File: config.mk
export PLATFORM = sky130hd
export DESIGN_NAME = lookup_table_ctrl_arbiter
export DESIGN_NICKNAME = d
export VERILOG_FILES = /design/src/rtl/lookup_table_ctrl_arbiter.sv
export SDC_FILE = /design/constraint.sdc
export NUM_CORES = 1
export LEC_CHECK = 0
export BUFFER_PORTS_ARGS = -buffer_cell sky130_fd_sc_hd__buf_4
export CAP_MARGIN = 20
export CELL_PAD_IN_SITES_DETAIL_PLACEMENT = 0
export CELL_PAD_IN_SITES_GLOBAL_PLACEMENT = 1
export CORE_AREA = 5 5 179 181
export CTS_CLUSTER_DIAMETER = 30
export CTS_CLUSTER_SIZE = 16
export DETAILED_ROUTE_END_ITERATION = 8
export DIE_AREA = 0 0 184 186
export PLACE_DENSITY_LB_ADDON = 0.1
export SYNTH_ARGS = -nofsm -noshare
export SYNTH_HDL_FRONTEND = slang
export SYNTH_SLANG_ARGS = --single-unit
File: constraint.sdc
create_clock -name clk -period 2 [get_ports clk]
set_clock_uncertainty 0.1 [all_clocks]
set_input_delay 0.3 -clock clk [delete_from_list [all_inputs] [get_ports clk]]
set_output_delay 0.3 -clock clk [all_outputs]
set_load 0.05 [all_outputs]
File: src/rtl/lookup_table_ctrl_arbiter.sv
// Round-robin arbiter sharing the lookup-table controller NoC port among N_REQ requesters.
// Define LOOKUP_CTRL_ARB_RESP_TIMEOUT_EN to enable the response-timeout counter.
module lookup_table_ctrl_arbiter #(
    parameter int N_REQ        = 4,
    parameter int MSG_FLITS    = 2,
    parameter int RESP_TIMEOUT = 256,
    parameter int NOC_DATA_W   = 64
) (
    input  logic                          clk,
    input  logic                          rst,
    input  logic [N_REQ-1:0]              req_val,
    input  logic [N_REQ*NOC_DATA_W-1:0]   req_data,
    output logic [N_REQ-1:0]              req_rdy,
    output logic                          arb_ctrl_val,
    output logic [NOC_DATA_W-1:0]         arb_ctrl_data,
    input  logic                          ctrl_arb_rdy,
    input  logic                          ctrl_arb_val,
    input  logic [NOC_DATA_W-1:0]         ctrl_arb_data,
    output logic                          arb_ctrl_rdy,
    output logic [N_REQ-1:0]              resp_val,
    output logic [NOC_DATA_W-1:0]         resp_data,
    input  logic [N_REQ-1:0]              resp_rdy,
    output logic [$clog2(N_REQ)-1:0]      grant_id,
    output logic                          busy,
    output logic                          timeout_err
);

    localparam int GW = $clog2(N_REQ);
    localparam int FW = (MSG_FLITS > 1) ? $clog2(MSG_FLITS) : 1;

    if (N_REQ < 2 || MSG_FLITS < 1 || RESP_TIMEOUT < 2) begin : g_param_check
        $error("lookup_table_ctrl_arbiter: illegal parameter value");
    end

    typedef enum logic [1:0] {
        IDLE,
        FWD,
        WAIT_RESP
    } state_t;

    state_t          state_q;
    logic [GW-1:0]   grant_q;
    logic [GW-1:0]   rr_q;
    logic [FW-1:0]   flit_q;

    logic            hit;
    logic [GW-1:0]   pick;
    logic [GW-1:0]   scan;
    logic            fwd_hs;
    logic            resp_hs;

    // Search starts just after the last grant, so the previous winner is scanned last.
    always_comb begin
        hit  = 1'b0;
        pick = '0;
        scan = '0;
        for (int k = 1; k <= N_REQ; k++) begin
            scan = GW'((int'(rr_q) + k) % N_REQ);
            if (!hit && req_val[scan]) begin
                hit  = 1'b1;
                pick = scan;
            end
        end
    end

    always_comb begin
        req_rdy       = '0;
        arb_ctrl_val  = 1'b0;
        arb_ctrl_data = '0;
        arb_ctrl_rdy  = 1'b0;
        resp_val      = '0;
        resp_data     = '0;
        unique case (state_q)
            FWD: begin
                req_rdy[grant_q] = ctrl_arb_rdy;
                arb_ctrl_val     = req_val[grant_q];
                arb_ctrl_data    = req_data[int'(grant_q)*NOC_DATA_W +: NOC_DATA_W];
            end
            WAIT_RESP: begin
                arb_ctrl_rdy      = resp_rdy[grant_q];
                resp_val[grant_q] = ctrl_arb_val;
                resp_data         = ctrl_arb_data;
            end
            default: ;
        endcase
    end

    assign fwd_hs   = (state_q == FWD) && arb_ctrl_val && ctrl_arb_rdy;
    assign resp_hs  = (state_q == WAIT_RESP) && ctrl_arb_val && arb_ctrl_rdy;
    assign busy     = (state_q != IDLE);
    assign grant_id = grant_q;

`ifdef LOOKUP_CTRL_ARB_RESP_TIMEOUT_EN
    localparam int TW = $clog2(RESP_TIMEOUT);

    logic [TW-1:0] wait_q;
    logic          tmo_q;

    assign timeout_err = tmo_q;
`else
    assign timeout_err = 1'b0;
`endif

    always_ff @(posedge clk or posedge rst) begin
        if (rst) begin
            state_q <= IDLE;
            grant_q <= '0;
            rr_q    <= GW'(N_REQ - 1);
            flit_q  <= '0;
`ifdef LOOKUP_CTRL_ARB_RESP_TIMEOUT_EN
            wait_q  <= '0;
            tmo_q   <= 1'b0;
`endif
        end else begin
            unique case (state_q)
                IDLE: begin
                    if (hit) begin
                        grant_q <= pick;
                        rr_q    <= pick;
                        flit_q  <= '0;
                        state_q <= FWD;
                    end
                end
                FWD: begin
                    if (fwd_hs) begin
                        flit_q <= flit_q + FW'(1);
                        if (flit_q == FW'(MSG_FLITS - 1)) begin
                            state_q <= WAIT_RESP;
`ifdef LOOKUP_CTRL_ARB_RESP_TIMEOUT_EN
                            wait_q  <= '0;
`endif
                        end
                    end
                end
                WAIT_RESP: begin
                    if (resp_hs) begin
                        state_q <= IDLE;
`ifdef LOOKUP_CTRL_ARB_RESP_TIMEOUT_EN
                    // A response landing on the final wait cycle still wins.
                    end else if (wait_q == TW'(RESP_TIMEOUT - 1)) begin
                        tmo_q   <= 1'b1;
                        state_q <= IDLE;
                    end else begin
                        wait_q  <= wait_q + TW'(1);
`endif
                    end
                end
                default: state_q <= IDLE;
            endcase
        end
    end

endmodule
==> run metrics, run 1 <==
Cell variety after synth 29; Power Total 11.6 mW; Final Cycle Share 112%; number of global-route vias before repair 4,966; Clock transition at path regs roughly 0.040 ns; clock power share under 10%; critical path class register to output port; largest cells by area after synthesis mux4_2 50%, and2_1 27%, dfrtp_1 4.2%; # IOs about 470; fin nets ~1,100; RSZ-0062 raised after global routing yes; setup_tns -12.88 ns; Final Instance Area 7700 um2; Post-Layout Cell Count approximately 1,200; cell mode on critical path buf_4; Yosys Warn Count 0; Final Max Slew Viols 0; share of power burned in registers about 3.2%; Max Cap Violations 0; Avg Inst Size Synth between 10 and 15 um2; post-route setup slack -0.236 ns; post-route minimum period about 2.2 ns; Core Area a little over 30,000 um2; Ant. Diodes 0; HP Class primary input to register; critical path buffer and inverter count 3; number of port buffers between 400 and 500; CP top delay family multiplexers; worst vdd ir 451 uV; share of the synthesized area in the top cell type 50.3%; Initial Util under 10%; Pre-antenna DRT Iters 4; FMAX 447 MHz; Placed Instances around 1,100; Vias ~4,400; TritonCTS buffer count 3; Via-to-Cell Ratio 3.78; Power Density around 1500 nW/um2; drt drc 0; endpoints failing setup 66; worst-margin pin slew around 0.52 ns; Psw 6.07 mW; mapped cell area 2960 um2; clk sink count 7; Pint 5.49 mW; switching share of power between 50% and 60%; max_slew headroom between 60 and 70%; final wirelength approximately 22 mm; Final Wtd Congestion 0.905; post-synthesis sequential area ratio under 10%; flop-to-flop setup slack ~0.2 ns; Gate Count Post-Synth roughly 290; leading cell type in the layout, fill and taps excluded buf_4; die area around 34,000 um2; CP cell instances buf_4 > buf_16 > mux4_2 > and2_4 > buf_4; largest net degree at the start of global routing 35; violated checks setup timing; WL/cell about 19 um; GRT Util Overall 11.3%; drt first-iter violations between 80 and 90; Root Buffer clkbuf_16; Antenna Nets Post-Route 0; layout cells sized above 1 a little under nine tenths; Worst Setup End Kind output port; Rows between 60 and 70; first-pass GRT wire length around 30 mm; H-tree lvl count 1; Detailed Place HPWL between 15 and 20 mm; initial antenna violation count 0; clk_lat worst skew 0.24 ns; crit path max-delay cell type mux4_2; Die X around 180 um; Worst Path Required approximately 1.6 ns; Startpoint Class register; Comb pwr share between 90% and 100%; Yosys top cell by area mux4_2; CTS tree built; status finished with violations; register bit total from synthesis 7; die span in y 186 um; Lkg Pwr 3.74 nW; P&R area growth vs syn 160%; syn_nets between 600 and 700; clock tree buffer depth 2; Worst EP arrival between 1.5 and 2 ns; most frequent cells in the layout 420 x buf_4, 66 x mux4_2, 66 x and2_4; fill cell count ~3,300; placed standard-cell area between 7000 and 8000 um2; final hold vios 0; Max stage delay on crit path between 0.4 and 0.5 ns; CP max FO 9; grt ovf 0
power by group through the flow:
stage                     combinational, mW  clock [mW]  sequential (mW)
final                                  10.8       0.355            0.375
after global routing                   11.4       0.370            0.391
after CTS                              10.7       0.364            0.373
after detailed placement               10.1           0            0.364
after global placement                 10.1           0            0.363
after floorplan                        7.22           0            0.356
cell families after synthesis:
kind of cell    share of synthesized area, %
simple gates                            34.8
mux                                     50.3
buf+inv                                 5.88
compound gates                          2.84
flops                                   6.01
other cells                            0.127
per-stage QoR:
step / util (%) / hold WS (ns) / setup slack (ns)
2_1_floorplan: - / 0.00181 / -0.0900
3_3_place_gp: 23.8 / 0.208 / -0.0257
3_5_place_dp: 23.8 / 0.207 / -0.0300
4_1_cts: 24.9 / 0.249 / -0.266
5_1_grt: 25.4 / 0.265 / -0.306
6_report: 25.4 / 0.249 / -0.236
state kept, by name, summed over array words and instances, names as in the netlist:
signal    flops
rr_q          2
grant_id      2
state_q       2
flit_q        1
cell usage after synthesis:
library cell / n
nor3_1: 3
o21ai_0: 2
nor3b_1: 2
or2_1: 1
conb_1: 1
nand2_1: 10
nand2b_1: 4
a21o_1: 2
mux4_2: 66
o311ai_1: 1
dfstp_2: 2
buf_4: 5
a21oi_1: 4
a2111oi_1: 1
a32o_2: 1
buf_6: 3
clkbuf_1: 13
nor2b_4: 2
o22a_1: 1
and2_1: 129
and3b_1: 1
and2_4: 1
or3b_1: 1
nor2_1: 13
nor2b_1: 1
dfrtp_1: 5
nand3_1: 3
buf_2: 10
inv_1: 1
per-layer routing:
layer	vias to the layer above	track usage, %	wire length (um)
met1	2057	11.6	6960
li1	2001	-	-
met5	-	0	0
met4	0	1.18	238
met2	291	23.0	12200
met3	14	3.62	2220
final timing paths:
kind	startpoint	endpoint	depth (start not counted)
min in group asynchronous	rst	flit_q	3
max in group asynchronous	rst	rr_q[0]	3
min	ctrl_arb_rdy	state_q[1]	2
min reg2reg	rr_q[1]	rr_q[1]	2
max reg2reg	state_q[1]	grant_id[0]	4
max	grant_id[0]	arb_ctrl_data[23]	5
cell type report:
class | instances | area (um2) | share of cell area (%)
multi-input combinational | 251 | 2800 | 36.4
tap | 396 | 495 | 6.44
clock inverter | 1 | 5.00 | 0.0650
clock buffer | 3 | 75.1 | 0.975
timing repair buffer | 495 | 4130 | 53.6
inverter | 1 | 3.75 | 0.0488
sequential | 7 | 188 | 2.44
timing repair:
action / 4_1_cts / 5_1_grt
resized for setup: 42 / 32
setup buffers: 6 / 2
hold buffers: 1 / 0
setup endpoints to repair: 120 / 126
pin swaps: 0 / 1
gates cloned: 2 / 1
hold endpoints to repair: 5 / 0
Note: power is estimated with default switching activity, not from simulation.
==> run 2, diff against run 1 <==
==> constraint.sdc (replaced) <==
create_clock -name clk -period 2.2 [get_ports clk]
set_clock_uncertainty 0.1 [all_clocks]
set_input_delay 0.33 -clock clk [delete_from_list [all_inputs] [get_ports clk]]
set_output_delay 0.33 -clock clk [all_outputs]
set_load 0.05 [all_outputs]
==> run 2 against run 1 <==
Compared with the run above:
- the flow finishes with violations (hold timing, setup timing)
- critical path depth unchanged
- sequential share of layout area down 0.067 points
- sequential power down 20%
- flip-flop and latch count unchanged
- register-to-register slack better by 0.17 ns
- highest routed layer is now met5
- utilization up 0.37 points
- largest power group unchanged
- critical endpoint is now arb_ctrl_data[55]
- global-route usage up 0.99 points
- first-iteration DRC count down 5.7%
==> run metrics, run 2 (synthesis gave the netlist of run 1 again) <==
violated checks hold timing, setup timing (was setup timing); CP max FO 8 (was 9); max_slew headroom 59.6% (was 64.9%); Initial Util 9.76% (unchanged); Startpoint Class register (unchanged); clock tree buffer depth 2 (unchanged); RSZ-0062 raised after global routing yes (unchanged); endpoints failing setup 64 (was 66); Ant. Diodes 0 (unchanged); FMAX roughly 440 MHz; area taken by multi-input logic gates 2720 um2 (was 2800 um2); setup_tns -2.72 ns (was -12.88 ns); Rows 64 (unchanged); die span in y 186 um (unchanged); post-route minimum period about 2.3 ns; fin nets 1,091 (unchanged); first-pass GRT wire length 31.6 mm (was 29.9 mm); Detailed Place HPWL 19.9 mm (was 18.8 mm); Placed Instances 1,134 (was 1,139); most frequent cells in the layout 423 x buf_4, 81 x and2_1, 66 x mux4_2 (was 420 x buf_4, 66 x mux4_2, 66 x and2_4); Worst Setup End Kind output port (unchanged); number of port buffers 472 (unchanged); post-route setup slack -0.0807 ns (was -0.236 ns); Final Wtd Congestion 0.934 (was 0.905); initial antenna violation count 2 (was 0); HP Class primary input to async pin (was primary input to register); hold_buf cts 0 (was 1); Hold WS -0.0324 ns (was 0.249 ns); H-tree lvl count 1 (unchanged); Final Cycle Share 104%; WL/cell 21.3 um (was 18.7 um); Power Density 1400 nW/um2 (was 1500 nW/um2); worst-margin pin slew 0.605 ns (was 0.525 ns); leading cell type in the layout, fill and taps excluded buf_4 (unchanged); Core Area 30,300 um2 (unchanged); status finished with violations (unchanged); Via-to-Cell Ratio 3.82 (was 3.78); clk_lat worst skew 0.24 ns (about the same); drt first-iter violations 82 (was 87); Post-Layout Cell Count 1,154 (unchanged); register area 185 um2 (was 188 um2); number of global-route vias before repair 4,971 (was 4,966); final wirelength 24.6 mm (was 21.6 mm); Final Max Slew Viols 0 (unchanged); layout cells sized above 1 82.1% (was 85.4%); Worst EP arrival 1.85 ns (was 1.84 ns); drt drc 0 (unchanged); Antenna Nets Post-Route 0 (unchanged); P&R area growth vs syn 164% (was 160%); GRT Util Overall 12.3% (was 11.3%); Lkg Pwr 3.80 nW (was 3.74 nW); # IOs 474 (unchanged); flop-to-flop setup slack 0.37 ns (was 0.20 ns); Die X 184 um (unchanged); Pre-antenna DRT Iters 4 (unchanged); worst vdd ir 486 uV (was 451 uV); TritonCTS buffer count 3 (unchanged); Max Cap Violations 0 (unchanged); CTS tree built (unchanged); grt ovf 0 (unchanged); fill cell count 3,276 (was 3,261); final hold vios 5 (was 0); Power Total 11.0 mW (was 11.6 mW); die area 34,200 um2 (unchanged); Root Buffer clkbuf_16 (unchanged); Vias 4,409 (was 4,363); Clock transition at path regs 0.04 ns (about the same); critical path class register to output port (unchanged); clk sink count 7 (unchanged); Worst Path Required 1.77 ns (was 1.60 ns); largest net degree at the start of global routing 39 (was 35)
-- run 2: changes by cell type in the layout (fill, tap and decap cells not counted), moves of 3 or more --
cell / delta
buf_6: -25
and2_1: +17
and2_4: -17
buf_8: +15
clkbuf_16: +5
nor2_1: +4
nor2_2: -4
buf_4: +3
-- run 2: metrics by stage --
stage               instance area (um2)  util [%]  worst slack, ns
floorplan                          2960         -           -0.258
detailed placement                 6980      23.1            0.101
CTS                                7130      23.5           -0.152
global route                       7810      25.8           -0.132
global placement                   6980      23.1            0.115
finish                             7810      25.8          -0.0807
-- run 2: routing by layer --
metal,vias to the layer above,part of all wire [%],track usage (%)
met5,-,0.14,0
met4,4,0.84,1.04
met3,16,11,5.22
met2,298,56,25.2
met1,2077,32,11.8
li1,2014,-,-
-- run 2: final timing paths --
| path | startpoint | end | depth (start not counted) |
|---|---|---|---|
| max in group asynchronous | rst | grant_id[0] | 2 |
| max reg2reg | state_q[1] | grant_id[0] | 4 |
| min in group clk | ctrl_arb_rdy | state_q[1] | 2 |
| min reg2reg | rr_q[1] | rr_q[1] | 2 |
| max | grant_id[0] | arb_ctrl_data[55] | 5 |
| min | rst | flit_q | 2 |
-- run 2: power breakdown --
part	leakage (nW)	internal, mW	switching, mW
combinational	3.68	4.79	5.55
sequential	0.0795	0.213	0.0873
clock	0.0409	0.240	0.0863
-- run 2: critical path: stages (launching register included) --
cell and delay, ns:
dfrtp_4 0.42, buf_6 0.14, clkbuf_16 0.18, mux4_2 0.51
and2_1 0.17, buf_4 0.19
-- run 2: timing repair --
action / in CTS / in global routing
pin swaps: 0 / 19
gates cloned: 2 / 8
gates resized for setup: 0 / 127
buffers inserted: 0 / 6
setup endpoints to repair: 66 / 73
endpoints found under the hold margin: 0 / 0
-- run 2: layout make-up --
class,count,share of cell area [%]
Timing Repair Buffer,496,55.3
Multi-Input combinational cell,250,34.9
Sequential cell,7,2.37
Clock inverter,1,0.0641
Inverter,1,0.0481
Clock buffer,3,0.961
Tap cell,396,6.34
==> run 3, diff against run 2 <==
--- a/config.mk
+++ b/config.mk
@@ -9,12 +9,13 @@
 export CAP_MARGIN = 20
 export CELL_PAD_IN_SITES_DETAIL_PLACEMENT = 0
 export CELL_PAD_IN_SITES_GLOBAL_PLACEMENT = 1
-export CORE_AREA = 5 5 179 181
+export CORE_AREA = 2 2 186 188
 export CTS_CLUSTER_DIAMETER = 30
 export CTS_CLUSTER_SIZE = 16
 export DETAILED_ROUTE_END_ITERATION = 8
-export DIE_AREA = 0 0 184 186
+export DIE_AREA = 0 0 188 190
 export PLACE_DENSITY_LB_ADDON = 0.1
+export SKIP_LAST_GASP = 1
 export SYNTH_ARGS = -nofsm -noshare
 export SYNTH_HDL_FRONTEND = slang
 export SYNTH_SLANG_ARGS = --single-unit
==> run 3 against run 2 <==
Compared with the run above:
- the flow finishes with violations (setup timing)
- clock power is 5% lower
- cell area up 0.42%
- register-to-register slack better by 0.03 ns
- setup slack better by 0.027 ns
- utilization shrank 2.7 points
- power decreased by 1.5%
- clock-buffer cell count is 1 higher
- critical path depth stayed put
- die area grew 4.4%
- critical endpoint is now arb_ctrl_data[31]
- largest power group unchanged
==> run metrics, run 3 (synthesis gave the netlist of run 1 again) <==
WHS Path Cells 2; CTS tree built (unchanged); initial antenna violation count 0 (was 2); leading cell type in the layout, fill and taps excluded buf_4 (unchanged); GRT Util Overall 11.1% (was 12.3%); Post-Place Worst Slack 0.132 ns (was 0.101 ns); layout cells sized above 1 83.3% (was 82.1%); Detailed Place HPWL 18.7 mm (was 19.9 mm); most frequent cells in the layout 416 x buf_4, 70 x and2_1, 66 x mux4_2 (was 423 x buf_4, 81 x and2_1, 66 x mux4_2); flop-to-flop setup slack 0.40 ns (was 0.37 ns); max_slew headroom 65.2% (was 59.6%); Power Total 10.8 mW (was 11.0 mW); final wirelength 22.6 mm (was 24.6 mm); worst-margin pin slew 0.521 ns (was 0.605 ns); R2R depth 5 (was 4); Vias 4,468 (was 4,409); HP Start ctrl_arb_rdy; fin nets 1,093 (was 1,091); die area 35,700 um2 (was 34,200 um2); Worst Hold End state_q[1]; Max Cap Violations 0 (unchanged); clk_lat worst skew 0.23 ns (was 0.24 ns); drt first-iter violations 74 (was 82); post-layout util 23.1% (was 25.8%); die span in y 190 um (was 186 um); Startpoint Class register (unchanged); HP Class primary input to register (was primary input to async pin); Via-to-Cell Ratio 3.68 (was 3.82); Reg2Reg Launch Point grant_id[0] (was state_q[1]); final hold vios 0 (was 5); Pre-antenna DRT Iters 4 (unchanged); first-pass GRT wire length 30.2 mm (was 31.6 mm); Final Max Slew Viols 0 (unchanged); Core Area 33,900 um2 (was 30,300 um2); Power Density 1380 nW/um2 (was 1400 nW/um2); clock tree buffer depth 2 (unchanged); setup_tns -1.82 ns (was -2.72 ns); number of global-route vias before repair 4,875 (was 4,971); violated checks setup timing (was hold timing, setup timing); Worst EP arrival 1.82 ns (was 1.85 ns); endpoints failing setup 64 (unchanged); Die X 188 um (was 184 um); H-tree lvl count 1 (unchanged); drt drc 0 (unchanged); Lkg Pwr 3.78 nW (was 3.80 nW); post-route minimum period 2.25 ns (was 2.28 ns); number of port buffers 472 (unchanged); grt ovf 0 (unchanged); Rows 68 (was 64); Final Cycle Share 102% (was 104%); largest net degree at the start of global routing 50 (was 39); FF-to-FF End state_q[1] (was grant_id[0]); CP max FO 6 (was 8); Worst Setup End Kind output port (unchanged); Root Buffer clkbuf_16 (unchanged); critical path class register to output port (unchanged); post-route setup slack -0.0540 ns (was -0.0807 ns); TritonCTS buffer count 3 (unchanged); # IOs 474 (unchanged); Hold WS 0.281 ns (was -0.0324 ns); Initial Util 8.71% (was 9.76%); status finished with violations (unchanged); FMAX 444 MHz (was 438 MHz); Final Wtd Congestion 0.909 (was 0.934); RSZ-0062 raised after global routing yes (unchanged); worst vdd ir 511 uV (was 486 uV); Ant. Diodes 0 (unchanged); clk sink count 7 (unchanged); Clock transition at path regs 0.04 ns (about the same); Antenna Nets Post-Route 0 (unchanged); Worst Path Required 1.77 ns (about the same); P&R area growth vs syn 165% (was 164%); WL/cell 18.6 um (was 21.3 um)
[run 3: metrics by stage]
| step | instances | instance area [um2] |
|---|---|---|
| 3_3_place_gp | 1196 | 7080 |
| 4_1_cts | 1201 | 7170 |
| 2_1_floorplan | 289 | 2960 |
| 3_5_place_dp | 1196 | 7080 |
| 5_1_grt | 1215 | 7840 |
| 6_report | 1215 | 7840 |
[run 3: worst max path at each step]
stage / startpoint / end / slack, ns
after floorplan: grant_id[1] / req_rdy[0] / -0.26
after global placement: grant_id[0] / arb_ctrl_data[62] / 0.13
after detailed placement: grant_id[0] / arb_ctrl_data[25] / 0.13
after CTS: grant_id[0] / arb_ctrl_rdy / -0.12
after global routing: grant_id[0] / arb_ctrl_rdy / -0.11
final: grant_id[0] / arb_ctrl_data[31] / -0.05
[run 3: per-layer routing]
metal	vias to the layer above	track usage, %	routed length, um
met5	-	0	0
met4	0	0.999	211
met3	12	4.33	2250
met2	310	23.3	12800
met1	2135	10.2	7320
li1	2011	-	-
[run 3: repair_timing]
item / CTS / global route
pin swaps: 0 / 0
setup buffers: 0 / 5
hold endpoints to repair: 5 / 0
resized for setup: 0 / 139
setup endpoints to repair: 65 / 66
gates cloned: 0 / 9
hold buffers: 1 / 0
[run 3: where the power goes]
group          internal [mW]  switching [mW]  total, mW  leakage, nW
Combinational           4.73            5.44       10.2         3.67
Clock                  0.241          0.0696      0.311       0.0382
Sequential             0.214           0.110      0.324       0.0795
Total                   5.18            5.62       10.8         3.78
[run 3: final cells by class]
cell class / count / area [um2]
fill: 3708 / 26100
timing repair buffer: 498 / 4250
multi-input combinational: 250 / 2750
tap: 455 / 569
sequential: 7 / 185
clock buffer: 4 / 78.8
inverter: 1 / 3.75
[run 3: worst max-delay path, cell delays in order (launching register included)]
cell	delay, ns
dfrtp_4	0.45
buf_8	0.16
clkbuf_16	0.16
mux4_2	0.50
and2_4	0.17
buf_6	0.14
